[src/rtl/pwm_cfg_scheduler.sv]
// PWM configuration scheduler: immediate output-enable writes, staged
// PWM enable/duty writes committed atomically at a period boundary.
module pwm_cfg_scheduler #(
    parameter int unsigned PERIOD_TIMEOUT = 1024,
    parameter logic [4:0]  IMMEDIATE_MASK = 5'b00011
) (
    input  logic       clk,
    input  logic       rst_n,
    input  logic       wr_valid,
    input  logic [3:0] wr_addr,
    input  logic [7:0] wr_data,
    output logic       wr_ready,
    input  logic       period_end,
    output logic [7:0] en_reg_out_7_0,
    output logic [7:0] en_reg_out_15_8,
    output logic [7:0] en_reg_pwm_7_0,
    output logic [7:0] en_reg_pwm_15_8,
    output logic [7:0] pwm_duty_cycle,
    output logic [4:0] pending,
    output logic       commit_pulse,
    output logic       addr_err
);

    localparam int unsigned TW =
        (PERIOD_TIMEOUT > 2) ? $clog2(PERIOD_TIMEOUT) : 1;
    localparam logic [TW-1:0] T_LAST = TW'(PERIOD_TIMEOUT - 1);

    typedef enum logic [1:0] {
        IDLE,
        PENDING,
        COMMIT
    } state_t;

    state_t        state_q;
    state_t        state_d;
    logic [TW-1:0] tcnt_q;
    logic [7:0]    act_q    [5];
    logic [7:0]    shadow_q [5];
    logic [4:0]    pending_q;
    logic          addr_err_q;

    logic          accept;
    logic          addr_ok;
    logic [4:0]    wr_sel;
    logic [4:0]    stg_sel;
    logic          timeout;

    assign accept  = wr_valid & wr_ready;
    assign addr_ok = (wr_addr <= 4'd4);
    assign timeout = (tcnt_q == T_LAST);

    always_comb begin
        wr_sel = '0;
        if (accept && addr_ok) begin
            wr_sel = 5'(1) << wr_addr;
        end
    end

    assign stg_sel = wr_sel & ~IMMEDIATE_MASK;

    // State register
    always_ff @(posedge clk or negedge rst_n) begin
        if (!rst_n) begin
            state_q <= IDLE;
        end else begin
            state_q <= state_d;
        end
    end

    // Next-state logic
    always_comb begin
        state_d = state_q;
        unique case (state_q)
            IDLE: begin
                if (|stg_sel) state_d = PENDING;
            end
            PENDING: begin
                if (period_end || timeout) state_d = COMMIT;
            end
            COMMIT: begin
                state_d = IDLE;
            end
            default: begin
                state_d = IDLE;
            end
        endcase
    end

    // Output logic
    always_comb begin
        wr_ready     = 1'b1;
        commit_pulse = 1'b0;
        unique case (state_q)
            IDLE:    wr_ready = 1'b1;
            PENDING: wr_ready = 1'b1;
            COMMIT: begin
                wr_ready     = 1'b0;
                commit_pulse = 1'b1;
            end
            default: wr_ready = 1'b1;
        endcase
    end

    // Started once per PENDING episode; later writes leave it alone
    always_ff @(posedge clk or negedge rst_n) begin
        if (!rst_n) begin
            tcnt_q <= '0;
        end else if (state_q == IDLE && state_d == PENDING) begin
            tcnt_q <= '0;
        end else if (state_q == PENDING && !timeout) begin
            tcnt_q <= tcnt_q + TW'(1);
        end
    end

    always_ff @(posedge clk or negedge rst_n) begin
        if (!rst_n) begin
            for (int a = 0; a < 5; a++) begin
                act_q[a]    <= '0;
                shadow_q[a] <= '0;
            end
            pending_q  <= '0;
            addr_err_q <= 1'b0;
        end else begin
            for (int a = 0; a < 5; a++) begin
                if (wr_sel[a] && IMMEDIATE_MASK[a]) begin
                    act_q[a] <= wr_data;
                end else if (state_q == COMMIT && pending_q[a]) begin
                    act_q[a] <= shadow_q[a];
                end
                if (stg_sel[a]) begin
                    shadow_q[a] <= wr_data;
                end
            end
            if (state_q == COMMIT) begin
                pending_q <= '0;
            end else begin
                pending_q <= pending_q | stg_sel;
            end
            addr_err_q <= accept & ~addr_ok;
        end
    end

    assign en_reg_out_7_0  = act_q[0];
    assign en_reg_out_15_8 = act_q[1];
    assign en_reg_pwm_7_0  = act_q[2];
    assign en_reg_pwm_15_8 = act_q[3];
    assign pwm_duty_cycle  = act_q[4];
    assign pending         = pending_q;
    assign addr_err        = addr_err_q;

endmodule

[config.mk]
export PLATFORM = sky130hd
export DESIGN_NAME = pwm_cfg_scheduler
export DESIGN_NICKNAME = d
export VERILOG_FILES = /design/src/rtl/pwm_cfg_scheduler.sv
export SDC_FILE = /design/constraint.sdc
export NUM_CORES = 1
export LEC_CHECK = 0
export ABC_CLOCK_PERIOD_IN_PS = 6100
export CAP_MARGIN = 20
export CORE_UTILIZATION = 50
export DETAILED_ROUTE_END_ITERATION = 10
export MAX_ROUTING_LAYER = met4
export PLACE_DENSITY = 0.87
export SYNTH_ARGS = -nofsm -noshare
export SYNTH_HDL_FRONTEND = slang
export SYNTH_SLANG_ARGS = --single-unit
[constraint.sdc]
create_clock -name clk -period 6.1 [get_ports clk]
set_input_delay 0.915 -clock clk [delete_from_list [all_inputs] [get_ports clk]]
set_output_delay 0.915 -clock clk [all_outputs]
set_load 0.005 [all_outputs]
==> impl_metrics.py <==
metrics = {
    "outcome": {
        "outcome": "completed",
    },
    "drt": {
        "firstDrtPassIters": 5,
        "detail_route.drc_violations": 0,
        "postRouteAntennaNets": 0,
        "detailroute.via_count": 2067,
        "avgRoutedWirePerCell_microns": 17.2,
        "totalWireLength_microns": 6410,
        "route.detailed.vias_per_inst": 5.56,
        "first_iter_violations": 140,
    },
    "power_and_ir_drop": {
        "power_density_normalized_to_cell_area_nw_per_um2": 393,
        "clock_power_share_pct": 26.8,
        "seq_power_share_pct": 47.8,
        "ir_worst_vdd_uv": 217,
        "internal_power_mw": 1.22,
        "sw_share_pct": 25.1,
        "comb_power_share_pct": 25.4,
        "power.static_leakage_nw": 1.83,
        "p_switching_uw": 407,
    },
    "logic_synthesis": {
        "post_synth_inst_count": 222,
        "syn_area_sq_um": 3210,
        "seq_area_frac_synth_pct": 62.3,
        "yosys_warnings": 0,
        "synth_cell_types": 37,
        "synth.avg_cell_area_sq_um": 14.5,
        "synth-seq-cells": 80,
    },
    "cts": {
        "clk_transition_reported_paths_ps": 80,
        "worst_skew_pair.late_latency_ps": 350,
        "cts_buffers": 9,
        "tritoncts_num_sinks": 80,
        "postCtsResizedCells": 0,
        "cts_tree": "yes",
        "cts_hold_repair.buffers": 0,
        "ctsHtreeMaxLevel": 3,
        "setup_bufs_post_cts": 0,
        "clockBufferDepth": 2,
        "cts.root.buffer_cell": "clkbuf_8",
    },
    "global_route": {
        "global_route_wire_length_before_repair_microns": 10100,
        "grt_usage_pct": 21.5,
        "pin_count_of_the_biggest_net_entering_global_routing": 81,
        "gr-total-overflow": 0,
        "grt_antenna_before_repair": 0,
        "grt_pass1_vias": 2051,
    },
    "final_layout": {
        "syn_to_layout_area_delta_pct": 28.5,
        "layout-drive-gt1-share_pct": 28.6,
        "mostFrequentLayoutCells": "dfrtp_1 (80), mux2_2 (63), clkdlybuf4s50_1 (60)",
        "finalNetCount": 309,
        "multiInputGateArea_sq_um": 1180,
        "design_area_sq_um": 4130,
        "final-seq-area_sq_um": 2000,
        "final_common_cell": "dfrtp_1",
        "antenna_cells_inserted": 0,
        "n_fill_cell": 412,
    },
    "placement": {
        "final_wtd_congestion": 0.828,
        "dp_hpwl_microns": 4450,
        "portBuffers": 61,
        "placed_cell_areas_sq_um": 3900,
    },
    "timing": {
        "setup_viol": 0,
        "fin_worst_skew_ps": 6.83,
        "tightestPinTransition_ps": 953,
        "fmaxAchievable_mhz": 367,
        "minimum_clock_period_after_layout_ps": 2720,
        "finalMaxSlewViolations": 0,
        "timing_hold_violations_final": 0,
        "timing.max_slew.rel_slack_pct": 36.4,
        "fin_hold_ws_ps": 490,
        "setup_repair_after_global_routing_missed_its_margin": "no",
        "fin_crit_sh_pct": 44.7,
        "total_negative_slack_ps": 0,
    },
    "floorplanning": {
        "core_area_sq_um": 6060,
        "initial_core_util_pct": 53.0,
        "core.rowCount": 28,
        "floorplan.die.height_microns": 82.2,
        "design.die.area_sq_um": 6750,
        "fp.dieW_microns": 82.2,
        "ioPinCount": 64,
    },
    "worst_setup_path": {
        "setup.worst_path.end_class": "output pin",
        "crit_path_buffers_inverters": 2,
        "timing.critical_path.fanout_max": 8,
        "critPathLaunchType": "flop",
        "cp_data_arrival_time_ps": 1810,
        "internal_reg_to_reg_setup_slack_ps": 3920,
        "critPathMaxStageDelay_ps": 530,
        "critical_path.top_delay_family": "buffers and inverters",
        "crit_path_cell_chain": "or2b_2, inv_2, clkdlybuf4s50_1",
        "setup.worst_path.class": "reg -> out",
        "crit_required_ps": 5180,
        "cpMaxStageDelayCell": "clkdlybuf4s50_1",
    },
    "worst_hold_path": {
        "hold_class": "reg -> reg",
    },
    "job": {
        "max_cap_viol_count": 0,
    },
}
## kinds of logic (layout without fill, tap and decap cells)
family                   Yosys count  count (layout)  share of synthesized area, %
buffers and inverters              8              82                          1.21
adder cells (fa/ha/maj)            1               1                         0.389
AND/OR/NAND/NOR                   44              44                          8.37
flip-flops                        80              80                          62.3
AO/OA/AOI/OAI                     20              20                          4.09
XOR/XNOR                           4               4                          1.09
multiplexers                      64              64                          22.4
other                              1               2                         0.117
## cell type report
| type | instances | share of cell area [%] |
|---|---|---|
| sequential | 80 | 48.5 |
| multi-input combinational | 135 | 28.5 |
| tap | 75 | 2.27 |
| clock inverter | 6 | 2.24 |
| timing repair buffer | 61 | 14.7 |
| clock buffer | 10 | 3.33 |
| inverter | 5 | 0.455 |
## sequential cells by signal (all words and copies together) (netlist names)
signal,flops
addr_err,1
en_reg_out_15_8,8
en_reg_out_7_0,8
en_reg_pwm_15_8,8
en_reg_pwm_7_0,8
pending,3
pwm_duty_cycle,8
shadow_q,24
state_q,2
tcnt_q,10
## routing by layer
| metal | global-route usage (%) | up-vias | share of wire [%] |
|---|---|---|---|
| li1 | - | 942 | - |
| met1 | 26.3 | 1017 | 43 |
| met2 | 33.7 | 90 | 49 |
| met3 | 4.73 | 18 | 5.7 |
| met4 | 10.7 | 0 | 2.4 |
| met5 | - | - | 0 |
## power groups by stage
| stage | clock network, mW | registers, mW | logic (mW) |
|---|---|---|---|
| detailed placement | 0 | 0.787 | 0.417 |
| floorplan | 0 | 0.774 | 0.155 |
| global placement | 0 | 0.780 | 0.399 |
| CTS | 0.443 | 0.777 | 0.418 |
| finish | 0.435 | 0.776 | 0.412 |
| global route | 0.462 | 0.796 | 0.454 |
## synthesized netlist by cell type
| library cell | number | share of area, % |
|---|---|---|
| dfrtp_1 | 80 | 62 |
| mux2_2 | 63 | 22 |
| nand2_1 | 10 | 1.2 |
| nor2_1 | 9 | 1.1 |
| a21oi_1 | 4 | 0.62 |
| inv_1 | 4 | 0.47 |
| o21ai_0 | 4 | 0.62 |
| and3_1 | 3 | 0.58 |
| and4_1 | 3 | 0.82 |
| nand4_1 | 3 | 0.58 |
| o21a_1 | 3 | 0.70 |
| xnor2_1 | 3 | 0.82 |
| a31oi_1 | 2 | 0.39 |
| buf_4 | 2 | 0.47 |
| nand2b_1 | 2 | 0.39 |
| nand3_1 | 2 | 0.31 |
| nor2b_1 | 2 | 0.39 |
| nor3b_4 | 2 | 1.2 |
| o211ai_1 | 2 | 0.47 |
| o31ai_1 | 2 | 0.47 |
| a2111oi_0 | 1 | 0.27 |
| a311oi_1 | 1 | 0.27 |
| and4b_1 | 1 | 0.31 |
| buf_2 | 1 | 0.16 |
| conb_1 | 1 | 0.12 |
| ha_1 | 1 | 0.39 |
| inv_2 | 1 | 0.12 |
| mux2_1 | 1 | 0.35 |
| nand4b_1 | 1 | 0.27 |
| nor2_2 | 1 | 0.19 |
| nor3_1 | 1 | 0.16 |
| nor3b_1 | 1 | 0.23 |
| nor4b_1 | 1 | 0.27 |
| o311ai_0 | 1 | 0.27 |
| or2b_2 | 1 | 0.27 |
| or3_1 | 1 | 0.19 |
| xor2_1 | 1 | 0.27 |
## final timing paths
kind / start / to / cells after the start
max: state_q[0] / commit_pulse / 3
min: shadow_q[18] / shadow_q[18] / 1
max reg2reg: state_q[1] / shadow_q[19] / 5
min reg2reg: shadow_q[18] / shadow_q[18] / 1
max in group asynchronous: rst_n / tcnt_q[2] / 1
min in group asynchronous: rst_n / en_reg_pwm_15_8[7] / 1
## stage by stage
| stage | setup slack [ps] | std cells | total power, mW | utilization [%] |
|---|---|---|---|---|
| CTS | 3370 | 372 | 1.64 | 68.1 |
| floorplan | 3770 | 223 | 0.929 | - |
| finish | 3380 | 372 | 1.62 | 68.1 |
| detailed placement | 3170 | 356 | 1.20 | 64.3 |
| global placement | 3190 | 356 | 1.18 | 64.3 |
| global route | 3310 | 372 | 1.71 | 68.1 |
Power figures use the tool's default switching activity.
==> RTL edit, RTL diff (same flow settings) <==
Change the parameter `PERIOD_TIMEOUT` from 1024 to 512.
--- a/src/rtl/pwm_cfg_scheduler.sv
+++ b/src/rtl/pwm_cfg_scheduler.sv
@@ -1,7 +1,7 @@
 // PWM configuration scheduler: immediate output-enable writes, staged
 // PWM enable/duty writes committed atomically at a period boundary.
 module pwm_cfg_scheduler #(
-    parameter int unsigned PERIOD_TIMEOUT = 1024,
+    parameter int unsigned PERIOD_TIMEOUT = 512,
     parameter logic [4:0]  IMMEDIATE_MASK = 5'b00011
 ) (
     input  logic       clk,
Formal check against the unedited RTL: no difference found for any inputs over 10 cycles, from zero or initial values and one cycle with rst_n low; that may be too few to reach the edited logic, so the function may still have changed.
==> RTL edit against the original RTL <==
- routed wire length fell by 1.8%
- worst setup slack worse by 0.054 ns
- sequential cell count down 1
- cell count decreased by 1.9%
- global-route usage increased by 0.76 points
- final area down 1.7%
- area after synthesis shrank 0.35%
- combinational power shrank 3%
- power down 5.3%
- critical endpoint is now en_reg_out_15_8[0]$_DFFE_PN0P_
- largest cell class unchanged
- largest power group unchanged
==> RTL edit: results (changes against the original RTL) <==
.. list-table::
   :header-rows: 1

   * - Metric
     - Value
   * - Routing usage on met3
     - 3.78% (-0.95 points)
   * - Synthesized-area fraction occupied by adder cells
     - 0.782% (+0.39 points)
   * - Non-clock inverter count in the final layout
     - 3 (-2)
   * - Detailed Place HPWL
     - 4400 um (-0.97%)
   * - Number of multi-input logic gates
     - 131 (-3.0%)
   * - Number of nets at the end of the flow
     - 303 (-1.9%)
   * - Hold path endpoint
     - en_reg_pwm_7_0[2]$_DFFE_PN0P_
   * - Endpoint of the lowest-slack register-to-register path
     - tcnt_q[6]$_DFFE_PN0P_
   * - Synth Register Bits
     - 79 (-1.3%)
   * - Detailed Route WL
     - 6300 um (-1.8%)
   * - Amount of wire on met3 after detailed routing
     - 236 um (-35%)
   * - Cell family with the largest share of critical-path delay
     - simple AND/OR/NAND/NOR gates
   * - Outcome
     - finished, final reports clean
   * - Power per cell area
     - 379 mW/mm^2 (-3.6%)
   * - Slowest-stage cell, CP
     - nor4_2
   * - Xor and xnor fraction of the mapped netlist area
     - 0.547% (-0.54 points)
   * - Share of post-route cells with drive strength above 1
     - 30.7% (+2.1 points)
   * - Average vias per placed instance
     - 5.55 (-0.10%)
   * - Register-to-register setup slack
     - 3.83 ns (-0.09 ns)
   * - Largest cells by area after synthesis
     - dfrtp_1, mux2_2, nand2_1
   * - Mean instance size in the synthesized netlist
     - 14.7 um^2 (+1.5%)
   * - Sum of routed wire segments on met1
     - 2780 um (+0.95%)
   * - Final cell count without fillers
     - 365 (-1.9%)
   * - Routability Congestion
     - 0.801 (-3.3%)
   * - DR WL met2
     - 3160 um (+0.51%)
   * - Proportion of synthesized chip area in sequential cells
     - 61.7% (-0.56 points)
   * - Post-synth cell types
     - 34 (-8.1%)
   * - All-Layer GR Usage
     - 22.2% (+0.76 points)
   * - Portion of the layout cell area used by non-clock buffers
     - 15.0% (+0.25 points)
   * - Fillers
     - 426 (+3.4%)
   * - Max IR drop VDD
     - 0.256 mV (+18%)
   * - Pin count of the biggest net entering global routing
     - 80 (-1.2%)
   * - Commonest cells post-synth
     - dfrtp_1, mux2_2, nand2_1
   * - Post-Place Cells
     - 349 (-2.0%)
   * - Wire length of the first global-routing pass
     - 10400 um (+2.7%)
-- RTL edit: where the power goes --
group | total, mW | internal [mW] | switching [mW] | leakage, nW
clock network | 0.378 | 0.188 | 0.190 | 0.0875
logic | 0.400 | 0.278 | 0.122 | 0.666
registers | 0.760 | 0.671 | 0.0898 | 1.01
total | 1.54 | 1.14 | 0.402 | 1.76
-- RTL edit: worst max path at each step --
stage,start,to,slack [ns],cells after the start
4_1_cts,wr_valid,en_reg_out_15_8[0]$_DFFE_PN0P_,3.31,4
3_5_place_dp,wr_valid,en_reg_out_15_8[2]$_DFFE_PN0P_,2.95,4
6_report,wr_valid,en_reg_out_15_8[0]$_DFFE_PN0P_,3.32,4
3_3_place_gp,wr_valid,en_reg_out_15_8[4]$_DFFE_PN0P_,2.93,4
5_1_grt,wr_valid,en_reg_out_15_8[1]$_DFFE_PN0P_,3.21,4
2_1_floorplan,wr_addr[1],en_reg_out_15_8[0]$_DFFE_PN0P_,3.76,3
